===== src/rtl/memory_dump_controller.sv =====
// Streams memory words 0..LAST_ADDR as MSB-first bytes over a valid/ready byte sink.
// Define DUMP_CHECKSUM_EN to append an XOR checksum byte after the last word.
module memory_dump_controller #(
   parameter int LAST_ADDR = 1023
) (
   input  logic        clk,
   input  logic        rst_n,
   input  logic        start,
   input  logic        abort,
   input  logic [31:0] ReadData,
   input  logic        txReady,
   output logic        debugMode,
   output logic [31:0] DebugAddress,
   output logic [7:0]  txData,
   output logic        txValid,
   output logic        busy,
   output logic        done
);

   localparam logic [9:0] LAST_WORD = 10'(LAST_ADDR);

   typedef enum logic [2:0] {
      IDLE,
      ADDR,
      CAPTURE,
      SEND,
      NEXT
`ifdef DUMP_CHECKSUM_EN
      , TRAILER
`endif
   } state_t;

   state_t      state_q, state_d;
   logic [9:0]  counter_q, counter_d;
   logic [31:0] shift_q, shift_d;
   logic [1:0]  byte_idx_q, byte_idx_d;
   logic        done_q, done_d;
   logic        transfer;
`ifdef DUMP_CHECKSUM_EN
   logic [7:0]  checksum_q, checksum_d;
`endif

   // Abort wins over a same-cycle handshake, so an aborted byte never counts.
   assign transfer = txValid && txReady && !abort;

   always_ff @(posedge clk or negedge rst_n) begin
      if (!rst_n) begin
         state_q    <= IDLE;
         counter_q  <= '0;
         shift_q    <= '0;
         byte_idx_q <= '0;
         done_q     <= 1'b0;
`ifdef DUMP_CHECKSUM_EN
         checksum_q <= '0;
`endif
      end else begin
         state_q    <= state_d;
         counter_q  <= counter_d;
         shift_q    <= shift_d;
         byte_idx_q <= byte_idx_d;
         done_q     <= done_d;
`ifdef DUMP_CHECKSUM_EN
         checksum_q <= checksum_d;
`endif
      end
   end

   always_comb begin
      state_d = state_q;
      if (state_q != IDLE && abort) begin
         state_d = IDLE;
      end else begin
         case (state_q)
            IDLE:    if (start && !abort) state_d = ADDR;
            ADDR:    state_d = CAPTURE;
            CAPTURE: state_d = SEND;
            SEND:    if (transfer && byte_idx_q == 2'd3) state_d = NEXT;
            NEXT: begin
               if (counter_q < LAST_WORD) begin
                  state_d = ADDR;
               end else begin
`ifdef DUMP_CHECKSUM_EN
                  state_d = TRAILER;
`else
                  state_d = IDLE;
`endif
               end
            end
`ifdef DUMP_CHECKSUM_EN
            TRAILER: if (transfer) state_d = IDLE;
`endif
            default: state_d = IDLE;
         endcase
      end
   end

   always_comb begin
      counter_d  = counter_q;
      shift_d    = shift_q;
      byte_idx_d = byte_idx_q;
      done_d     = 1'b0;
`ifdef DUMP_CHECKSUM_EN
      checksum_d = checksum_q;
`endif
      case (state_q)
         IDLE: begin
            if (start && !abort) begin
               counter_d = '0;
`ifdef DUMP_CHECKSUM_EN
               checksum_d = '0;
`endif
            end
         end
         CAPTURE: begin
            shift_d    = ReadData;
            byte_idx_d = '0;
         end
         SEND: begin
            if (transfer) begin
               shift_d    = {shift_q[23:0], 8'h00};
               byte_idx_d = byte_idx_q + 2'd1;
`ifdef DUMP_CHECKSUM_EN
               checksum_d = checksum_q ^ shift_q[31:24];
`endif
            end
         end
         NEXT: begin
            if (!abort) begin
               if (counter_q < LAST_WORD) begin
                  counter_d = counter_q + 10'd1;
               end else begin
`ifndef DUMP_CHECKSUM_EN
                  done_d = 1'b1;
`endif
               end
            end
         end
`ifdef DUMP_CHECKSUM_EN
         TRAILER: if (transfer) done_d = 1'b1;
`endif
         default: ;
      endcase
   end

   always_comb begin
      busy         = (state_q != IDLE);
      debugMode    = busy;
      done         = done_q;
      txValid      = 1'b0;
      txData       = 8'h00;
      DebugAddress = 32'h0;
      case (state_q)
         ADDR: DebugAddress = {22'd0, counter_q};
         SEND: begin
            txValid = 1'b1;
            txData  = shift_q[31:24];
         end
`ifdef DUMP_CHECKSUM_EN
         TRAILER: begin
            txValid = 1'b1;
            txData  = checksum_q;
         end
`endif
         default: ;
      endcase
   end

endmodule


===== config.mk =====
export PLATFORM = sky130hd
export DESIGN_NAME = memory_dump_controller
export DESIGN_NICKNAME = d
export VERILOG_FILES = /design/src/rtl/memory_dump_controller.sv
export SDC_FILE = /design/constraint.sdc
export NUM_CORES = 1
export LEC_CHECK = 0
export CORE_ASPECT_RATIO = 1.25
export CORE_MARGIN = 3
export CORE_UTILIZATION = 40
export DETAILED_ROUTE_END_ITERATION = 6
export HOLD_SLACK_MARGIN = 0.1
export PLACE_DENSITY = 0.7
export SLEW_MARGIN = 20
export SYNTH_ARGS = -nofsm -noshare
export SYNTH_HDL_FRONTEND = slang
export SYNTH_SLANG_ARGS = --single-unit
export TNS_END_PERCENT = 5

===== constraint.sdc =====
create_clock -name clk -period 2.9 [get_ports clk]
set_input_delay 0.725 -clock clk [delete_from_list [all_inputs] [get_ports clk]]
set_output_delay 0.725 -clock clk [all_outputs]
set_load 0.1 [all_outputs]

==> results.tsv, run 1 <==
metric	value	unit
synth_adder_area_share	0.958	%
rrSetupSlack	0.93	ns
timing.critical_path.from	state_q[0]	
status	finished, final reports clean	
synthXorXnorAreaFrac	0	%
ys_types	40	
ys_seq_elements	48	
use_met2	25.2	%
fin_util	55.1	%
path_cells	nand2_1, or2_1, inv_2, and2_1, buf_12	
synthMostInstantiatedCell	nand2_1	
slew_headroom	40.7	%
synthTopCellsByCount	nand2_1 (73), dfrtp_1 (48), nor2_1 (28)	
setup_slack	0.449	ns
die_y	96.4	µm
cts-root-buf	clkbuf_8	
setup_viol	0	
wl	5510	µm
power.total	1.83	mW
syn_inst	307	
ys_warn_count	0	
syn_to_final_growth	31.8	%
busiest_layer	met2	
path_clk_slew	0.09	ns
critPathSlowestCell	dfrtp_1	
clk_path_buf_depth	2	
die_w	78.3	µm
drt_iter0_markers	112	
worstSetupEndpointType	output port	
place_hpwl	4080	µm
met3_usage	2.53	%
hold_ws	0.366	ns
n_antenna_cell	0	
setup-tns-final	0	ns
max_slew.worst_pin.slew	0.885	ns
antenna_left	0	
grt_overflow	0	
place_area	3350	µm²
synth_edf_count	0	
path_max_fanout	10	
drive_above_1_share	13.2	%
postCtsHoldBufs	0	
final_nets	396	
yosysTopAreaCell	dfrtp_1	
path_class	reg2out	
peakVddDrop	0.291	mV
maxCapViolations	0	
r2r-start	counter_q[0]	
use_met1	18.7	%
cts_made_buffers	5	
cellPowerDensity	532	nW/µm²
design.core.area	6250	µm²
finClkSkew	0.00753	ns
synth_top_area_share	46.0	%
cts_tree	yes	
synth-simple-area-share	29.6	%
postSynthAreaPerCell	8.51	µm²
final_min_period_over_clock_period	84.5	%
stdcell_count	442	
start_kind	register	
required	2.17	ns
port_buffers	58	
drv_slew	0	
rr_endpoint	counter_q[2]	
pin_count	81	
yosysSeqAreaShare	46.0	%
grt_pass1_vias	2012	
insertion_delay	0.29	ns
synthMuxAreaShare	0.431	%
grt_max_degree	57	
fin_area	3440	µm²
row_count	32	
initial_core_util	41.8	%
synth_top_family_by_area	simple AND/OR/NAND/NOR gates	
crit_path_max_incr_delay	0.52	ns
synth_ff_type	dfrtp_1	
clkSinkCount	48	
min_path_type	in2async	
gp_congestion	0.818	
grt_setup_unrepaired	no	
arrival	1.73	ns
synth_compound_area_share	12.3	%
dp.cells	435	
grt_pass1_wl	9000	µm
vias	2187	
drc	0	
cts.htree.levels	2	
p_leak	1.49	nW
ff2ff_path_depth	5	
grt_use_total	14.8	%
place_ws	0.481	ns
antenna_found_initial	0	
fmax	408	MHz
post_cts_buffers	0	
syn-cell-area	2610	µm²
ys_top_cells_by_area	dfrtp_1 (46%), nand2_1 (10%), buf_4 (7.5%)	
cts.repair.resized	0	
vias_per_cell	4.95	
wl_per_cell	12.5	µm
async_flop_share	100	%
first_pass_iters	4	
fin_crit	2.45	ns
die-area	7540	µm²
hold_viol	0	
[area by class of cell]
class,instances,area (µm²)
Fill cell,593,2800
Multi-Input combinational cell,235,1220
Sequential cell,48,1200
Timing Repair Buffer,63,808
Tap cell,85,106
Clock buffer,6,82.6
Inverter,4,15.0
Clock inverter,1,8.76
[placed cells by master, fill, tap and decap left out, drive strengths merged]
master,instances
a21boi,1
nor3,4
a22o,1
o22a,1
conb,22
inv,4
ha,2
clkinv,1
nand4,5
nand3,10
nor4,1
a31oi,24
clkbuf,6
nand2b,2
buf,28
nor3b,2
or4,4
and3,3
a211oi,1
and3b,1
or2,2
o21ai,4
and2,21
clkdlybuf4s50,35
or3,4
nand2,74
a211o,1
dfrtp,48
nor2,28
mux2,1
a21oi,7
o21bai,2
o31ai,7
[per-layer routing]
metal / share of wire, % / vias up
met4: 1.7 / 0
met2: 50 / 66
met3: 5.0 / 9
met1: 43 / 1020
li1: - / 1092
met5: 0 / -
[cell families (layout without fill, tap and decap cells)]
logic type               Yosys count  count (layout)
AO/OA/AOI/OAI                     49              49
multiplexers                       1               1
flip-flops                        48              48
adder cells (fa/ha/maj)            2               2
AND/OR/NAND/NOR                  161             161
buffers and inverters             45              74
other                              1              22
[report_power, final]
| group | internal, mW | switching, mW |
|---|---|---|
| Clock | 0.190 | 0.212 |
| Combinational | 0.180 | 0.368 |
| Sequential | 0.808 | 0.0744 |
[registers in the layout (all words and copies together), names as in the netlist]
signal / cells
byte_idx_q: 2
counter_q: 10
state_q: 3
shift_q: 32
done: 1
[worst max-delay path by stage]
| stage | to | slack, ns | cells past startpoint |
|---|---|---|---|
| after floorplan | txData[1] | -0.10 | 6 |
| after global placement | counter_q[3] | 0.55 | 5 |
| after detailed placement | counter_q[6] | 0.48 | 5 |
| after CTS | txData[5] | 0.42 | 5 |
| after global routing | txData[7] | 0.31 | 5 |
| final | txData[7] | 0.45 | 5 |
[worst max-delay path: cells and delay by family (launching register included)]
family                 cells  cell delay (ns)
and+or+nand+nor            3             0.56
DFF                        1             0.52
buffers and inverters      2             0.34
(Power assumes the default switching activity.)
==> run 2, diff against run 1 <==
Clock period 2.9 ns to 2.55 ns, I/O delays scaled along.
==> results.tsv, run 2 (synthesized netlist as in run 1, its figures left out) <==
metric	value	unit	change
min_path_type	in2async		
maxCapViolations	0		unchanged
multi_input_comb_area	1230	µm²	+0.72%
fin_util	56.3	%	+1.2 points
place_area	3410	µm²	+1.6%
grt_use_total	14.8	%	-0.044 points
status	finished, final reports clean		
n_fill_cell	567		-4.4%
clkSinkCount	48		unchanged
slew_headroom	41.6	%	+0.91 points
start_kind	register		
initial_core_util	41.8	%	unchanged
path_max_fanout	15		+5
place_hpwl	4030	µm	-1.2%
gp_congestion	0.820		+0.20%
cts.htree.levels	2		unchanged
arrival	1.79	ns	+0.06 ns
place_ws	0.246	ns	-0.235 ns
drv_slew	0		unchanged
design.core.area	6250	µm²	unchanged
largest_reg_flops	32		unchanged
die-area	7540	µm²	unchanged
drt_iter0_markers	167		+49%
p_sw_share	34.7	%	-0.99 points
max_slew.worst_pin.slew	0.871	ns	-0.0136 ns
finClkSkew	0.00758	ns	+0.0000516 ns
required	1.91	ns	-0.26 ns
p_leak	1.52	nW	+2.0%
vias	2186		-0.046%
fmax	413	MHz	
final_cell_mix	nand2_1 (73), dfrtp_1 (47), clkdlybuf4s50_1 (35), nor2_1 (28), a31oi_1 (24)		
seq_area	1200	µm²	+0.10%
setup_slack	0.126	ns	-0.323 ns
grt_setup_unrepaired	no		
switching_power	760	µW	+16%
die_w	78.3	µm	unchanged
wl_per_cell	12.5	µm	+0.13%
antenna_left	0		unchanged
grt_pass1_vias	1951		-3.0%
peakVddDrop	0.321	mV	+10%
path_class	reg2out		
fin_crit	2.42	ns	
p_comb_share	29.1	%	-0.8 points
path_clk_slew	0.09	ns	about the same
drive_above_1_share	15.9	%	+2.7 points
syn_to_final_growth	34.7	%	
final_common_cell	nand2_1		
top_register	shift_q		
stdcell_count	444		+0.45%
antenna_found_initial	0		unchanged
n_antenna_cell	0		unchanged
postCtsHoldBufs	0		unchanged
pin_count	81		unchanged
vias_per_cell	4.92		-0.50%
die_y	96.4	µm	unchanged
reg.largest.list	shift_q (32), counter_q (10), state_q (3)		
final_min_period_over_clock_period	95.1	%	
worstSetupEndpointType	output port		
setup_viol	0		unchanged
clk_path_buf_depth	2		unchanged
hold_ws	0.352	ns	-0.0132 ns
cts_made_buffers	5		unchanged
grt_pass1_wl	8930	µm	-0.77%
drc	0		unchanged
seqPwrFrac	45.8	%	-2.3 points
first_pass_iters	4		unchanged
setup-tns-final	0	ns	unchanged
dp.cells	436		+0.23%
wl	5550	µm	+0.58%
final_nets	397		+0.25%
grt_max_degree	57		unchanged
hold_viol	0		unchanged
post_cts_buffers	0		unchanged
grt_overflow	0		unchanged
cts-root-buf	clkbuf_8		
insertion_delay	0.30	ns	about the same
port_buffers	58		unchanged
cellPowerDensity	623	nW/µm²	+17%
intPower	1.43	mW	+21%
power.total	2.19	mW	+20%
row_count	32		unchanged
fin_area	3520	µm²	+2.2%
cts_tree	yes		
p_clk_share	25.0	%	+3.1 points
-- run 2: final cells by class --
| class | instances | area share, % |
|---|---|---|
| clock buffer | 5 | 1.96 |
| clock inverter | 3 | 1.21 |
| inverter | 4 | 0.427 |
| multi-input combinational | 235 | 35.0 |
| sequential | 48 | 34.2 |
| tap | 85 | 3.02 |
| timing repair buffer | 64 | 24.3 |
-- run 2: repair_timing --
| item | in CTS | in global routing |
|---|---|---|
| endpoints found under the setup margin | 0 | 8 |
| gates resized for setup | 0 | 1 |
| endpoints found under the hold margin | 0 | 0 |
-- run 2: worst paths after layout --
kind	endpoint	slack [ns]	depth (start not counted)	start
max	txData[4]	0.13	5	state_q[1]
min	shift_q[9]	0.35	1	rst_n
max reg2reg	counter_q[2]	0.60	5	counter_q[0]
min reg2reg	shift_q[2]	0.48	2	shift_q[2]
max in group asynchronous	shift_q[30]	1.67	2	rst_n
min in group clk	shift_q[2]	0.48	2	shift_q[2]
-- run 2: power by group through the flow --
stage	clock network (mW)	registers (mW)	logic, mW
after CTS	0.559	1.00	0.645
after floorplan	0	0.998	0.501
after global placement	0	1.01	0.631
final	0.548	1.00	0.638
after global routing	0.598	1.02	0.695
after detailed placement	0	1.02	0.643
-- run 2: critical path, cell delays in order, from the launching register on --
cell	delay, ns
dfrtp_1	0.51
nand2_1	0.11
or2_1	0.25
inv_2	0.22
and2_2	0.22
buf_12	0.17
-- run 2: metal layers --
| metal | wire, µm | global-route usage, % | vias to the layer above |
|---|---|---|---|
| met3 | 233 | 3.56 | 4 |
| met5 | 0 | 0 | - |
| li1 | - | - | 1093 |
| met4 | 64 | 4.23 | 0 |
| met1 | 2350 | 18.3 | 1026 |
| met2 | 2900 | 25.9 | 63 |
